<file path="src/rtl/fetch_unit_pkg.sv">
// Shared fetch-stage constants: PC width, instruction width, instruction memory
// address size and fetch queue depth.
package fetch_unit_pkg;

    localparam int PC_ADDR_WIDTH    = 16;
    localparam int INST_WIDTH       = 32;
    localparam int INST_ADDR_SIZE   = 6;
    localparam int FETCH_FIFO_DEPTH = 4;
    localparam int PC_STEP          = 4;

endpackage

</file>
<file path="src/rtl/fetch_fifo.sv">
// Synchronous FIFO that holds {instr, pc} pairs between the instruction memory
// and decode. The pointers carry one extra MSB so that full and empty can be told apart.
module fetch_fifo
    import fetch_unit_pkg::*;
#(
    parameter int DATA_W = INST_WIDTH + PC_ADDR_WIDTH,
    parameter int DEPTH  = FETCH_FIFO_DEPTH
) (
    input  logic                     clk,
    input  logic                     rst_n,
    input  logic                     i_push,
    input  logic                     i_pop,
    input  logic                     i_flush,
    input  logic [DATA_W-1:0]        i_data,
    output logic                     o_full,
    output logic                     o_empty,
    output logic [$clog2(DEPTH):0]   o_count,
    output logic [DATA_W-1:0]        o_head
);

    localparam int AW = $clog2(DEPTH);

    logic [DATA_W-1:0] r_mem [DEPTH];
    logic [AW:0]       r_wr_ptr;
    logic [AW:0]       r_rd_ptr;

    assign o_count = r_wr_ptr - r_rd_ptr;
    assign o_empty = (r_wr_ptr == r_rd_ptr);
    assign o_full  = (r_wr_ptr[AW] != r_rd_ptr[AW]) &&
                     (r_wr_ptr[AW-1:0] == r_rd_ptr[AW-1:0]);
    assign o_head  = r_mem[r_rd_ptr[AW-1:0]];

    always_ff @(posedge clk or negedge rst_n) begin
        if (!rst_n) begin
            r_wr_ptr <= '0;
            r_rd_ptr <= '0;
        end else if (i_flush) begin
            r_wr_ptr <= '0;
            r_rd_ptr <= '0;
        end else begin
            if (i_push) begin
                r_wr_ptr <= r_wr_ptr + 1'b1;
            end
            if (i_pop && !o_empty) begin
                r_rd_ptr <= r_rd_ptr + 1'b1;
            end
        end
    end

    // NOTE: storage has no reset; the pointers alone decide which entries are valid.
    always_ff @(posedge clk) begin
        if (i_push && !i_flush) begin
            r_mem[r_wr_ptr[AW-1:0]] <= i_data;
        end
    end

endmodule

</file>
<file path="src/rtl/fetch_unit.sv">
// Instruction fetch stage. It owns the PC, issues single-cycle-latency reads,
// queues the returned words with their PCs, and flushes on redirect.
module fetch_unit
    import fetch_unit_pkg::*;
#(
    parameter int PC_WIDTH   = PC_ADDR_WIDTH,
    parameter int IR_WIDTH   = INST_WIDTH,
    parameter int IMEM_AW    = INST_ADDR_SIZE,
    parameter int FIFO_DEPTH = FETCH_FIFO_DEPTH
) (
    input  logic                clk,
    input  logic                rst_n,
    input  logic                lock,
    output logic                imem_req,
    output logic [IMEM_AW-1:0]  imem_addr,
    input  logic [IR_WIDTH-1:0] imem_rdata,
    input  logic                redirect_valid,
    input  logic [PC_WIDTH-1:0] redirect_pc,
    output logic                ir_valid,
    output logic [IR_WIDTH-1:0] ir_data,
    output logic [PC_WIDTH-1:0] ir_pc,
    input  logic                ir_ready
);

    localparam int CW = $clog2(FIFO_DEPTH) + 1;
    localparam int DW = IR_WIDTH + PC_WIDTH;

    logic                r_active;
    logic                r_inflight;
    logic [PC_WIDTH-1:0] r_pc;
    logic [PC_WIDTH-1:0] r_inflight_pc;
    logic [IR_WIDTH-1:0] r_ir_data;
    logic [PC_WIDTH-1:0] r_ir_pc;

    logic                w_full;
    logic                w_empty;
    logic                w_push;
    logic                w_pop;
    logic [CW-1:0]       w_count;
    logic [CW-1:0]       w_credit;
    logic [PC_WIDTH-1:0] w_issue_pc;
    logic [DW-1:0]       w_head;

    // A redirect takes the issue slot as if the queue and the memory port were already empty.
    // NOTE: every always_comb output gets a default first so no latch can be inferred.
    always_comb begin
        w_credit   = '0;
        w_issue_pc = r_pc;
        if (redirect_valid) begin
            w_issue_pc = redirect_pc & ~PC_WIDTH'(3);
        end else begin
            w_credit = w_count + CW'(r_inflight);
        end
    end

    // r_active holds requests off until the first edge after reset release.
    assign imem_req  = r_active && lock && (w_credit < CW'(FIFO_DEPTH));
    assign imem_addr = w_issue_pc[IMEM_AW+1:2];

    assign w_push   = r_inflight && !redirect_valid;
    assign ir_valid = !w_empty && !redirect_valid;
    assign w_pop    = ir_valid && ir_ready;

    assign ir_data = w_empty ? r_ir_data : w_head[DW-1:PC_WIDTH];
    assign ir_pc   = w_empty ? r_ir_pc   : w_head[PC_WIDTH-1:0];

    fetch_fifo #(
        .DATA_W (DW),
        .DEPTH  (FIFO_DEPTH)
    ) u_fifo (
        .clk     (clk),
        .rst_n   (rst_n),
        .i_push  (w_push),
        .i_pop   (w_pop),
        .i_flush (redirect_valid),
        .i_data  ({imem_rdata, r_inflight_pc}),
        .o_full  (w_full),
        .o_empty (w_empty),
        .o_count (w_count),
        .o_head  (w_head)
    );

    // NOTE: state uses non-blocking assignments so every flop samples pre-edge values.
    always_ff @(posedge clk or negedge rst_n) begin
        if (!rst_n) begin
            r_active      <= 1'b0;
            r_inflight    <= 1'b0;
            r_pc          <= '0;
            r_inflight_pc <= '0;
            r_ir_data     <= '0;
            r_ir_pc       <= '0;
        end else begin
            r_active   <= 1'b1;
            r_inflight <= imem_req;
            if (imem_req) begin
                r_pc          <= w_issue_pc + PC_WIDTH'(PC_STEP);
                r_inflight_pc <= w_issue_pc;
            end else begin
                r_pc <= w_issue_pc;
            end
            // When the queue is empty, the outputs keep showing the last head.
            if (!w_empty) begin
                r_ir_data <= w_head[DW-1:PC_WIDTH];
                r_ir_pc   <= w_head[PC_WIDTH-1:0];
            end
        end
    end

    a_no_overflow: assert property (@(posedge clk) disable iff (!rst_n) !(w_push && w_full));

endmodule
</file>
<file path="config.mk">
export PLATFORM = sky130hd
export DESIGN_NAME = fetch_unit
export DESIGN_NICKNAME = d
export VERILOG_FILES = /design/src/rtl/fetch_unit_pkg.sv /design/src/rtl/fetch_fifo.sv /design/src/rtl/fetch_unit.sv
export SDC_FILE = /design/constraint.sdc
export NUM_CORES = 1
export LEC_CHECK = 0
export CORE_MARGIN = 2
export CORE_UTILIZATION = 61
export DETAILED_ROUTE_END_ITERATION = 8
export PLACE_DENSITY_LB_ADDON = 0.08
export REMOVE_ABC_BUFFERS = 1
export SLEW_MARGIN = 20
export SYNTH_ARGS = -nofsm -noshare
export SYNTH_HDL_FRONTEND = slang
export SYNTH_SLANG_ARGS = --single-unit
</file>
<file path="constraint.sdc">
create_clock -name clk -period 5.65 [get_ports clk]
set_input_delay 1.13 -clock clk [delete_from_list [all_inputs] [get_ports clk]]
set_output_delay 1.13 -clock clk [all_outputs]
set_load 0.02 [all_outputs]
</file>
; Word level (Yosys, flattened, before mapping)
; Memories as Yosys holds them, arrays and structs flattened.
; Index checks and enable logic that the tools add are counted.
[totals]
reg_bits = 88
n_memories = 1
ram_bits = 192
word_cells = 38
input_bits = 53
[op_classes]
eq_ne = 1
muxes = 11
n_reduce_logical = 11
addsub = 5
magnitude_cmp = 1
[mem_list]
columns = memory, words, width, read_ports, rd_ports_with_merged_regs, write_ports, line_no
row1 = u_fifo.r_mem, 4, 48, 1, 0, 1, fetch_fifo.sv:23  ; logic [DATA_W-1:0] r_mem [DEPTH];
[op_table]
columns = op, n
row1 = $mux 16, 3
row2 = $mux 32, 1
row3 = $add 16x3->16 const B, 1
row4 = $mux 3, 5
row5 = $logic_and 1x1->1, 7
row6 = $add 3x1->3 const B, 2
row7 = $reduce_bool 2->1, 2
row8 = $add 3x1->3, 1
row9 = $eq 3x3->1, 1
row10 = $lt 3x3->1 const B, 1
row11 = $sub 3x3->3, 1
row12 = $logic_not 1->1, 2
row13 = $mux 1, 2

; Longest topological paths before layout
[depth]
ltp_word = 7
depth_mapped = 12

; Modules after synthesis
; A second synthesis with hierarchy kept.
[hier_totals]
hier_cells = 547
hier_area_um2 = 10924.2
[by_module_without_submodules]
columns = mod, instances, cells_per_inst, area_per_inst_um2, seq_area_each_um2
row1 = fetch_fifo, 1, 305, 7405.9, 5915.7
row2 = fetch_unit, 1, 242, 3518.4, 2052.0

; Worst setup path after synthesis
; Ideal clock, no wire load.
[synth_timing]
path_kind = register to output
start = reg u_fifo.r_rd_ptr[1]
end = out imem_req
path_slack_ns = 1.980
t_required_ns = 4.520
path_stages_with_launch = 11
arrival_ns = 2.540
cell_sequence = dfrtp_1 -> clkbuf_1 -> clkbuf_1 -> inv_1 -> ha_1 -> ha_1 -> and3b_1 -> or4_1 -> and4_1 -> buf_6 -> buf_2
[synth_between]
elab_chain_len = 5
[synth_rtl]
columns = element, line_no
row1 = start: declaration, fetch_fifo.sv:25  ; logic [AW:0] r_rd_ptr;
row2 = start signal: assignment, fetch_fifo.sv:45  ; r_rd_ptr <= r_rd_ptr + 1'b1;
row3 = $sub 3x3->3, fetch_fifo.sv:27  ; assign o_count = r_wr_ptr - r_rd_ptr;
row4 = $add 3x1->3, fetch_unit.sv:52  ; w_credit = w_count + CW'(r_inflight);
row5 = $mux 3, fetch_unit.sv:49  ; if (redirect_valid) begin
row6 = $lt 3x3->1, fetch_unit.sv:57  ; assign imem_req = r_active && lock && (w_credit < CW'(FIFO_DEPTH));
row7 = $logic_and 1x1->1, fetch_unit.sv:57
row8 = end: declaration, fetch_unit.sv:14  ; output logic imem_req,
; No other way between the ends.

; Worst setup path in the final report
[layout_timing]
start = in redirect_valid
end = out imem_addr[5]
[layout_between]
elab_chain_len = 1
[layout_rtl]
columns = element, line_no
row1 = start: declaration, fetch_unit.sv:17  ; input logic redirect_valid,
row2 = $mux 16, fetch_unit.sv:49
row3 = end: declaration, fetch_unit.sv:15  ; output logic [IMEM_AW-1:0] imem_addr,
; No other way between the ends.

==> flow_summary.yaml <==
status:
  status: "complete, no violations"
route:
  wl_per_cell_um: 21.9
  via_per_inst: 5.85
  drt_first_pass_iters: 4
  route.antenna.remaining_nets: 0
  wl_met3_um: 1080
  drc: 0
  num_vias: 5261
  drt-met1-wl_um: 8250
  routed_wl_um: 19700
  wl_met2_um: 10100
  route.top_layer_used: "met4"
  drtIter0Drc: 377
global_routing:
  grt_max_degree: 58
  grt_antenna_before_repair: 0
  grt_first_pass_wirelength_um: 30300
  grt_pass1_vias: 5523
  grt_util_all_layers: 0.217
  overflow: 0
yosys:
  ys.flop_type: "edfxtp_1"
  yosys_warnings: 0
  yosys.area.top_type: "edfxtp_1"
  yosysSeqAreaShare: 0.741
  synth_top_area_frac: 0.536
  synth_edf_count: 192
  synth_cells: 539
  synth_cell_types: 39
  syn_area_sq_mm: 0.0108
  synth_area_leaders: "edfxtp_1 (54%), dfrtp_1 (20%), mux4_2 (10%)"
  ys_async_sr_fraction: 0.314
  syn_area_per_cell_sq_um: 20.0
  synth_most_common_cell: "edfxtp_1"
  synth_commonest_cells: "edfxtp_1 (192), dfrtp_1 (88), mux2_2 (61)"
  ys_seq_elements: 280
power:
  p_int_mw: 4.33
  power.leakage_nw: 4.54
  power_switching_mw: 1.61
  power.density_mw_per_mm2: 460
  sw_frac_of_total: 0.271
  clockPowerShare: 0.292
  finalPower_mw: 5.93
  seq_power_share: 0.436
  power_frac_comb: 0.271
  ir_drop_mv: 0.340
place:
  io_buffers: 106
  dp_hpwl_um: 11000
  routabilityCongestion: 0.788
critical_path:
  crit_buf_inv: 3
  critPathLaunchType: "input pin"
  crit_chain: "clkdlybuf4s50_1, buf_4, mux2_2, clkdlybuf4s50_1"
  cpMaxStageDelayCell: "clkdlybuf4s50_1"
  critical_path_class: "input pin to output port"
  worst_setup_path_end_kind: "output port"
  slowest_delay_ns: 0.86
  path_max_fanout: 24
  cp_common_cell: "clkdlybuf4s50_1"
  required_ns: 4.52
  cp_top_family: "buffers and inverters"
  arrival_ns: 3.38
timing:
  worstMarginPinSlew_ns: 1.05
  slew_headroom: 0.301
  fmax_mhz: 222
  finalSetupViolations: 0
  rsz0062_at_grt: "no"
  skew_ns: 0.00694
  final-hold-violation-count: 0
  post-route-min-period_ns: 4.51
  fin_crit_sh: 0.798
  slew_viol_final: 0
  fin_setup_tns_ns: 0
floorplan:
  start_util: 0.622
  die_area_sq_mm: 0.0187
  io_pins: 109
  coreArea_sq_mm: 0.0173
  fp-row-count: 48
  die_y_um: 137
  fp.dieW_um: 137
clock_tree:
  clock_sinks: 280
  cts_buffers: 27
  root_buffer: "clkbuf_16"
  post_cts_buffers: 0
  clk_pin_slew_worst_paths_ns: 0.06
  htree_levels: 1
  hold_buffers: 0
  cts_tree: "built"
  clockBufferDepth: 3
  clock_latency_ns: 0.52
  cts_resized: 0
hold_path:
  holdCritPathClass: "flip-flop to flip-flop"
cells_and_area:
  finalNetCount: 715
  drive_above_1_share: 0.254
  synthToLayoutAreaGrowth_pct: 19.7
  antenna_cells: 0
  fillers: 1018
flow_run:
  cap_viol_max_count: 0
power by group through the flow:
stage | combinational, mW | clock (mW) | sequential [mW]
6_report | 1.61 | 1.73 | 2.59
4_1_cts | 1.64 | 1.76 | 2.59
5_1_grt | 1.71 | 1.84 | 2.61
3_5_place_dp | 1.63 | 0 | 2.62
3_3_place_gp | 1.59 | 0 | 2.60
2_1_floorplan | 0.919 | 0 | 2.63
layout by cell type (no fill, tap or decap), drive strengths merged, types with 4 or more instances in the layout:
cell type / count
nand3: 8
nand2: 12
clkinv: 4
mux2: 67
dfrtp: 88
clkdlybuf4s50: 105
clkbuf: 43
buf: 12
inv: 6
nand4: 4
nor2b: 5
ha: 9
and2: 5
xor2: 7
nor2: 13
xnor2: 11
mux2i: 5
a21oi: 4
edfxtp: 192
mux4: 48
registers in the layout, indices dropped and copies added (netlist names):
name	cells
r_inflight_pc	16
r_pc	16
r_active	1
u_fifo.r_mem	192
u_fifo.r_wr_ptr	3
r_ir_pc	16
r_inflight	1
r_ir_data	32
u_fifo.r_rd_ptr	3
cell type report:
cell class                 count  area [sq um]  area share
inverter                       5          18.8     0.00146
multi-input combinational    222          2610       0.203
clock buffer                  43           766      0.0594
tap                          225           282      0.0219
timing repair buffer         117          1140      0.0889
clock inverter                 7          88.8     0.00690
sequential                   280          7970       0.619
through the flow:
| stage | area (sq um) | util | hold WS, ns | std cells | setup slack, ns |
|---|---|---|---|---|---|
| floorplan | 10600 | - | 0.469 | 507 | 0.429 |
| global placement | 12000 | 0.695 | 0.479 | 849 | 1.19 |
| detailed placement | 12000 | 0.695 | 0.485 | 849 | 1.14 |
| CTS | 12900 | 0.745 | 0.499 | 899 | 1.14 |
| global route | 12900 | 0.745 | 0.515 | 899 | 1.06 |
| finish | 12900 | 0.745 | 0.496 | 899 | 1.14 |
final timing paths:
| check | start | endpoint | slack, ns | cells past startpoint |
|---|---|---|---|---|
| setup / recovery | redirect_valid | imem_addr[5] | 1.14 | 4 |
| hold / removal | r_ir_data[21] | r_ir_data[21] | 0.50 | 1 |
| setup reg to reg | u_fifo.r_wr_ptr[1] | r_inflight_pc[7] | 2.97 | 7 |
| hold reg to reg | r_ir_data[21] | r_ir_data[21] | 0.50 | 1 |
| max in group asynchronous | rst_n | u_fifo.r_rd_ptr[0] | 3.96 | 2 |
| min in group asynchronous | rst_n | r_ir_data[3] | 0.72 | 1 |
cell families after synthesis:
group,count (synthesis),share of synthesized area
AOI/OAI and AO/OA,16,0.00965
xor gates and xnor gates,19,0.0169
adders and majority gates,9,0.0105
buffers and inverters,37,0.0174
DFF,280,0.741
muxes,120,0.177
other,1,0.000349
and+or+nand+nor,57,0.0272
routing by layer:
layer | global-route usage | vias up
met1 | 0.302 | 2782
li1 | - | 2319
met2 | 0.366 | 138
met5 | 0 | -
met3 | 0.0385 | 22
met4 | 0.0493 | 0
(Power assumes the default switching activity.)
